[src/rtl/paddle_controller.sv]
// One player's paddle: button synchronisers and debouncers, a four-state direction FSM,
// and a clamped, accelerating position register stepped on move_tick.
module paddle_controller #(
  parameter int PADDLE_HEIGHT   = 60,
  parameter int TOP_LIMIT       = 0,
  parameter int BOTTOM_LIMIT    = 480,
  parameter int STEP            = 4,
  parameter int FAST_STEP       = 8,
  parameter int ACCEL_TICKS     = 8,
  parameter int DEBOUNCE_CYCLES = 16
) (
  input  logic       clk,
  input  logic       reset,
  input  logic       btn_up,
  input  logic       btn_down,
  input  logic       move_tick,
  input  logic       recenter,
  output logic [9:0] paddle_loc,
  output logic       moving_up,
  output logic       moving_down
);

  localparam logic [9:0]  CENTER    = 10'((TOP_LIMIT + BOTTOM_LIMIT - PADDLE_HEIGHT) / 2);
  localparam logic [10:0] MIN_LOC   = 11'(TOP_LIMIT);
  localparam logic [10:0] MAX_LOC   = 11'(BOTTOM_LIMIT - PADDLE_HEIGHT);
  localparam logic [19:0] DB_LAST   = 20'(DEBOUNCE_CYCLES - 1);
  localparam logic [4:0]  ACCEL_THR = 5'(ACCEL_TICKS);

  localparam logic [1:0] ST_IDLE = 2'd0;
  localparam logic [1:0] ST_UP   = 2'd1;
  localparam logic [1:0] ST_DOWN = 2'd2;
  localparam logic [1:0] ST_HOLD = 2'd3;

  // Bit 0 carries the up button, bit 1 the down button, throughout.
  logic [1:0]       btn_raw;
  logic [1:0]       s1_q, s2_q;
  logic [1:0]       db_q, db_d;
  logic [1:0][19:0] cnt_q, cnt_d;
  logic [1:0]       state_q, state_d;
  logic [3:0]       accel_q, accel_d;
  logic [9:0]       loc_q, loc_d;
  logic [9:0]       step;

  assign btn_raw = {btn_down, btn_up};

  always_ff @(posedge clk or posedge reset) begin
    if (reset) begin
      s1_q <= '0;
      s2_q <= '0;
    end else begin
      s1_q <= btn_raw;
      s2_q <= s1_q;
    end
  end

  always_comb begin
    db_d  = db_q;
    cnt_d = cnt_q;
    for (int i = 0; i < 2; i++) begin
      if (s2_q[i] == db_q[i]) begin
        cnt_d[i] = '0;
      end else if (cnt_q[i] == DB_LAST) begin
        db_d[i]  = ~db_q[i];
        cnt_d[i] = '0;
      end else begin
        cnt_d[i] = cnt_q[i] + 20'd1;
      end
    end
  end

  always_comb begin
    case (db_q)
      2'b01:   state_d = ST_UP;
      2'b10:   state_d = ST_DOWN;
      2'b11:   state_d = ST_HOLD;
      default: state_d = ST_IDLE;
    endcase
  end

  // Moves use the state and accel count held before this edge; bounds are checked at 11 bits.
  always_comb begin
    step    = ({1'b0, accel_q} >= ACCEL_THR) ? 10'(FAST_STEP) : 10'(STEP);
    loc_d   = loc_q;
    accel_d = accel_q;
    if (recenter) begin
      loc_d   = CENTER;
      accel_d = '0;
    end else if (move_tick && (state_q == ST_UP || state_q == ST_DOWN)) begin
      if (state_q == ST_UP) begin
        loc_d = ({1'b0, loc_q} < MIN_LOC + {1'b0, step}) ? MIN_LOC[9:0] : loc_q - step;
      end else begin
        loc_d = ({1'b0, loc_q} + {1'b0, step} > MAX_LOC) ? MAX_LOC[9:0] : loc_q + step;
      end
      if (accel_q != 4'hF) accel_d = accel_q + 4'd1;
    end
    if (state_d != state_q) accel_d = '0;
  end

  always_ff @(posedge clk or posedge reset) begin
    if (reset) begin
      db_q    <= '0;
      cnt_q   <= '0;
      state_q <= ST_IDLE;
      accel_q <= '0;
      loc_q   <= CENTER;
    end else begin
      db_q    <= db_d;
      cnt_q   <= cnt_d;
      state_q <= state_d;
      accel_q <= accel_d;
      loc_q   <= loc_d;
    end
  end

  assign paddle_loc  = loc_q;
  assign moving_up   = (state_q == ST_UP);
  assign moving_down = (state_q == ST_DOWN);

endmodule
[config.mk]
export PLATFORM = sky130hd
export DESIGN_NAME = paddle_controller
export DESIGN_NICKNAME = d
export VERILOG_FILES = /design/src/rtl/paddle_controller.sv
export SDC_FILE = /design/constraint.sdc
export NUM_CORES = 1
export LEC_CHECK = 0
export ABC_AREA = 0
export ABC_CLOCK_PERIOD_IN_PS = 4050
export BUFFER_PORTS_ARGS = -buffer_cell sky130_fd_sc_hd__buf_2
export CORE_AREA = 2 2 94 96
export CTS_CLUSTER_SIZE = 28
export DETAILED_ROUTE_END_ITERATION = 16
export DIE_AREA = 0 0 96 98
export HOLD_SLACK_MARGIN = 0.03
export PLACE_DENSITY = 0.55
export REMOVE_ABC_BUFFERS = 1
export SETUP_SLACK_MARGIN = 0.3
export SYNTH_ARGS = -nofsm -noshare
export SYNTH_HDL_FRONTEND = slang
export SYNTH_SLANG_ARGS = --single-unit
[constraint.sdc]
create_clock -name clk -period 4.05 [get_ports clk]
set_input_delay 0.81 -clock clk [delete_from_list [all_inputs] [get_ports clk]]
set_output_delay 0.81 -clock clk [all_outputs]
set_load 0.005 [all_outputs]
# Word-level counts from Yosys, hierarchy flattened
# Cells that the tools add are included.
# word_totals
reg_bits	62
mem_bits_ro	0
latchBits	0
ramBits	0
out_inout_bits	12
in_bits	6
memories	0
# op_classes
magnitude_cmp	3
muxes	15
eq_ne	11
n_addsub	6
n_shift	0
div	0
bitwise	4
n_reduce_logical	8
mul	0
# ops
cell	count
two-way mux 20 bit	4
two-way mux 10 bit	5
adder 20 x 1 -> 20 bit (second input constant)	2
equality test 20 x 4 -> 1 bit (second input constant)	2
two-way mux 4 bit	5
adder 10 x 4 -> 11 bit	1
> comparator 11 x 9 -> 1 bit (second input constant)	1
adder 10 x 4 -> 10 bit	1
less-than comparator 10 x 4 -> 1 bit	1
subtractor 10 x 4 -> 10 bit	1
equality test 2 bit (second input constant)	3
case mux 2 bit (3 select lines)	1
AND reduction 2 bit	3
nonzero test 3 bit	2
adder 4 x 1 -> 4 bit (second input constant)	1
equality test 2 x 1 -> 1 bit (second input constant)	2
greater-or-equal comparator 4 bit (second input constant)	1
!= test 4 bit (second input constant)	1
inverter 1 bit	4
equality test 1 bit	2
!= test 2 bit	1
nonzero test 2 bit	1
logical AND 1 bit	1
logical OR 1 bit	1

# Logic depth before layout (Yosys ltp)
# depth
depth_word	8
depth_mapped	10
mapped_depth_nobuf	10

# Worst setup path before layout
# No wires, ideal clock.
# synth_timing
kind	register to register
startpoint	reg accel_q[3]
endpoint	reg loc_q[5] (netlist: paddle_loc[5])
synth_period_minus_slack_ps	2647
t_arrival_ps	2521
slack_ps	1403
required_time_ps	3924
stages_incl_launch_ff	10
setup_time_ps	126
path_buffers	0
cell_sequence	dfrtp_1 -> inv_1 -> ha_1 -> inv_1 -> fa_1 -> or4_1 -> a21o_1 -> a211oi_2 -> a31oi_2 -> a221o_1
# synth_between
elab_chain_len	8
elab_cells_between_ends	12
# synth_rtl
item	line_no	text
from (decl)	40	logic [3:0] accel_q, accel_d;
from (signal assigned)	110	accel_q <= accel_d;
greater-or-equal comparator 4 bit *	82	step = ({1'b0, accel_q} >= ACCEL_THR) ? 10'(FAST_STEP) : 10'(STEP);
two-way mux 4 bit *	82	
adder 10 x 4 -> 11 bit	92	loc_d = ({1'b0, loc_q} + {1'b0, step} > MAX_LOC) ? MAX_LOC[9:0] : loc_q + step;
> comparator 11 x 9 -> 1 bit	92	
two-way mux 10 bit	92	
two-way mux 10 bit *	89	if (state_q == ST_UP) begin
two-way mux 10 bit *	88	end else if (move_tick && (state_q == ST_UP || state_q == ST_DOWN)) begin
two-way mux 10 bit *	85	if (recenter) begin
to (signal assigned)	111	loc_q <= loc_d;
to (decl)	41	logic [9:0] loc_q, loc_d;
# Every way passes the cells marked *; elsewhere a longest branch is shown, timed or not. The select of a mux whose other input is x is not followed.
# A chain may end at the register's enable or synchronous reset.

# Worst setup path in the final report
# layout_timing
startpoint	reg accel_q[3]
endpoint	reg loc_q[3] (netlist: paddle_loc[3])
# The elaborated chain is that of the path after synthesis.

==> summary.md <==
| Metric | Value |
|---|---|
| Worst-path maximum fanout | 6 |
| Critical Path Source Type | register |
| Setup tns final | 0 ns |
| Register area share after synthesis | 0.454 |
| Latest clock arrival within the worst-skew pair | 0.34 ns |
| Clk sinks | 61 |
| Total gr overflow | 0 |
| YS warnings | 0 |
| Detailed Place HPWL | 4820 microns |
| Wire length of the first global-routing pass | 12100 microns |
| Cells after DPL | 476 |
| Non-Filler Instances | 490 |
| Max incr delay on CP | 0.53 ns |
| Slew of the pin with the lowest slew margin | 0.933 ns |
| Hold Vio Cnt, Final | 0 |
| CTS tree | yes |
| Initial antenna violation count | 0 |
| Via total after detailed routing | 2541 |
| Total power density per cell area | 321 nW/um^2 |
| Crit share post-route | 0.710 |
| Worst Path Arrival | 3.08 ns |
| Most frequent CP cell | inv_1 |
| Routed len/inst | 14.2 microns |
| FF+latch count, synth | 61 |
| Synth Area per Inst | 9.26 sq um |
| P&R area growth vs syn | 10.5% |
| CTS buffer count | 9 |
| CP Capture Type | register |
| Clk root buf | clkbuf_8 |
| Worst R2R Setup Slack | 1.17 ns |
| Hold Crit Class | reg2reg |
| Die height | 98 microns |
| Final setup fails | 0 |
| Slew HR | 0.377 |
| Max-cap violations | 0 |
| Post-Synthesis Cells | 364 |
| Leak Pwr | 1.57 nW |
| Filler instances | 843 |
| Antenna cells | 0 |
| GPL Wtd Cong | 0.856 |
| H-tree depth | 3 |
| Clock-pin slew on the worst setup and hold paths | 0.07 ns |
| Final-stage net count | 396 |
| Final min period | 2.88 ns |
| CTS resizes | 0 |
| # rows | 34 |
| Initial DRC Count | 90 |
| Max Fclk | 348 MHz |
| Main synth FF type | dfrtp_1 |
| Synth cell types | 49 |
| CTS Buffer Depth | 2 |
| Post-CTS setup buffer count | 0 |
| Via-per-instance ratio | 5.19 |
| Crit-path cells | inv_1 -> ha_1 -> inv_1 -> fa_1 -> or4_1 -> a21o_1 -> o2bb2ai_2 -> a211oi_2 -> o32ai_1 |
| CP bufs+invs | 2 |
| Setup Skew | 0.00879 ns |
| Gr usage total | 0.165 |
| EDFF count, synth | 0 |
| Post-Synthesis Cell Area | 3370 sq um |
| Status | completed |
| Worst hold slack | 0.351 ns |
| Pins over their slew limit | 0 |
| Largest net degree at the start of global routing | 45 |
| Vias in the first global route | 2547 |
| Async set-reset flop share out of synthesis | 1.00 |
| Port bufs | 16 |
| First-pass iteration count of the detailed router | 4 |
| # hold bufs at CTS | 0 |
| Die Wd | 96 microns |
| Final ANT Viol Nets | 0 |
| RSZ-0062 raised after global routing | false |
| Max IR drop VDD | 0.270 mV |
| Post-Route WL | 6980 microns |
| DR DRC count | 0 |
| CP Class | reg2reg |
| IO Pins | 18 |
| Initial Utilization | 0.398 |
| Core footprint | 8470 sq um |
| Crit-path slowest cell | or4_1 |
| CP top delay family | compound AO/OA/AOI/OAI gates |
| Die area | 9410 sq um |
| WP data required | 4.25 ns |
| Layout cell share with drive strength beyond 1 | 0.128 |
[layout make-up]
class,count,area (sq um),share of cell area
Multi-Input combinational cell,272,1710,0.459
Sequential cell,61,1530,0.411
Clock buffer,10,138,0.0369
Tap cell,108,135,0.0363
Timing Repair Buffer,19,103,0.0275
Inverter,16,60.1,0.0161
Clock inverter,4,50.0,0.0134
[kinds of logic (layout without fill, tap and decap cells)]
| family | after synthesis | count (layout) | share of synthesized area |
|---|---|---|---|
| multiplexers | 3 | 3 | 0.00965 |
| XOR/XNOR | 45 | 45 | 0.117 |
| AND/OR/NAND/NOR | 164 | 164 | 0.235 |
| adder cells (fa/ha/maj) | 11 | 11 | 0.0453 |
| other | 1 | 1 | 0.00111 |
| AO/OA/AOI/OAI | 48 | 48 | 0.0987 |
| flip-flops | 61 | 61 | 0.454 |
| buffers and inverters | 31 | 49 | 0.0390 |
[cell usage after synthesis (all sizes together) (4+ instances only)]
master  count  area (sq um)
nand2      25          93.8
a31oi       6          43.8
nor2       58           218
or2         4          25.0
nand3      23           115
nor4        9          56.3
xor2       25           219
inv        16          60.1
nand2b      7          43.8
dfstp       4           105
nor2b       4          25.0
buf         5          33.8
nor3       10          50.1
xnor2      20           175
and3        9          56.3
o21ai      14          70.1
nand4       4          25.0
dfrtp      57          1430
a21oi       8          40.0
clkbuf     10          37.5
ha          9           113
[per-stage QoR]
step / worst slack [ns] / util / instance area [sq um] / power [mW]
final: 1.17 / 0.440 / 3720 / 1.20
after global routing: 0.987 / 0.440 / 3720 / 1.26
after CTS: 1.15 / 0.440 / 3720 / 1.22
after detailed placement: 1.16 / 0.418 / 3540 / 0.688
after global placement: 1.24 / 0.418 / 3540 / 0.686
after floorplan: 1.40 / - / 3300 / 0.669
[placed cells by master (no fill, tap or decap), drive strengths merged, types with 10 or more instances in the layout]
cell type  netlist  final
xnor2           20     20
dfrtp           57     57
inv             16     16
nor3            10     10
o21ai           14     14
nand3           23     23
buf              5     19
clkbuf          10     10
nor2            58     58
xor2            25     25
nand2           25     25
[report_power, final]
part           switching (mW)  leakage [nW]  internal (mW)
sequential            0.00813         0.822          0.620
combinational          0.0323         0.661         0.0145
clock                   0.230        0.0902          0.293
[routing by layer]
| metal | vias to the layer above | global-route usage | part of all wire |
|---|---|---|---|
| li1 | 1267 | - | - |
| met1 | 1228 | 0.221 | 0.49 |
| met2 | 38 | 0.254 | 0.46 |
| met3 | 8 | 0.0525 | 0.036 |
| met4 | 0 | 0.0484 | 0.010 |
| met5 | - | 0 | 0 |
[final timing paths]
kind,start,to,depth (start not counted)
min in group asynchronous,reset,cnt_q[20],2
max,accel_q[3],paddle_loc[3],9
min reg2reg,s1_q[1],s2_q[1],0
max in group asynchronous,reset,cnt_q[17],3
max reg2reg,accel_q[3],paddle_loc[3],9
min,s1_q[1],s2_q[1],0
[state kept, by name, summed over array words and instances (netlist names)]
signal and cells:
s2_q 2, db_q 2, cnt_q 40, state_q 2, paddle_loc 9, s1_q 2, accel_q 4
Power figures use the tool's default switching activity.
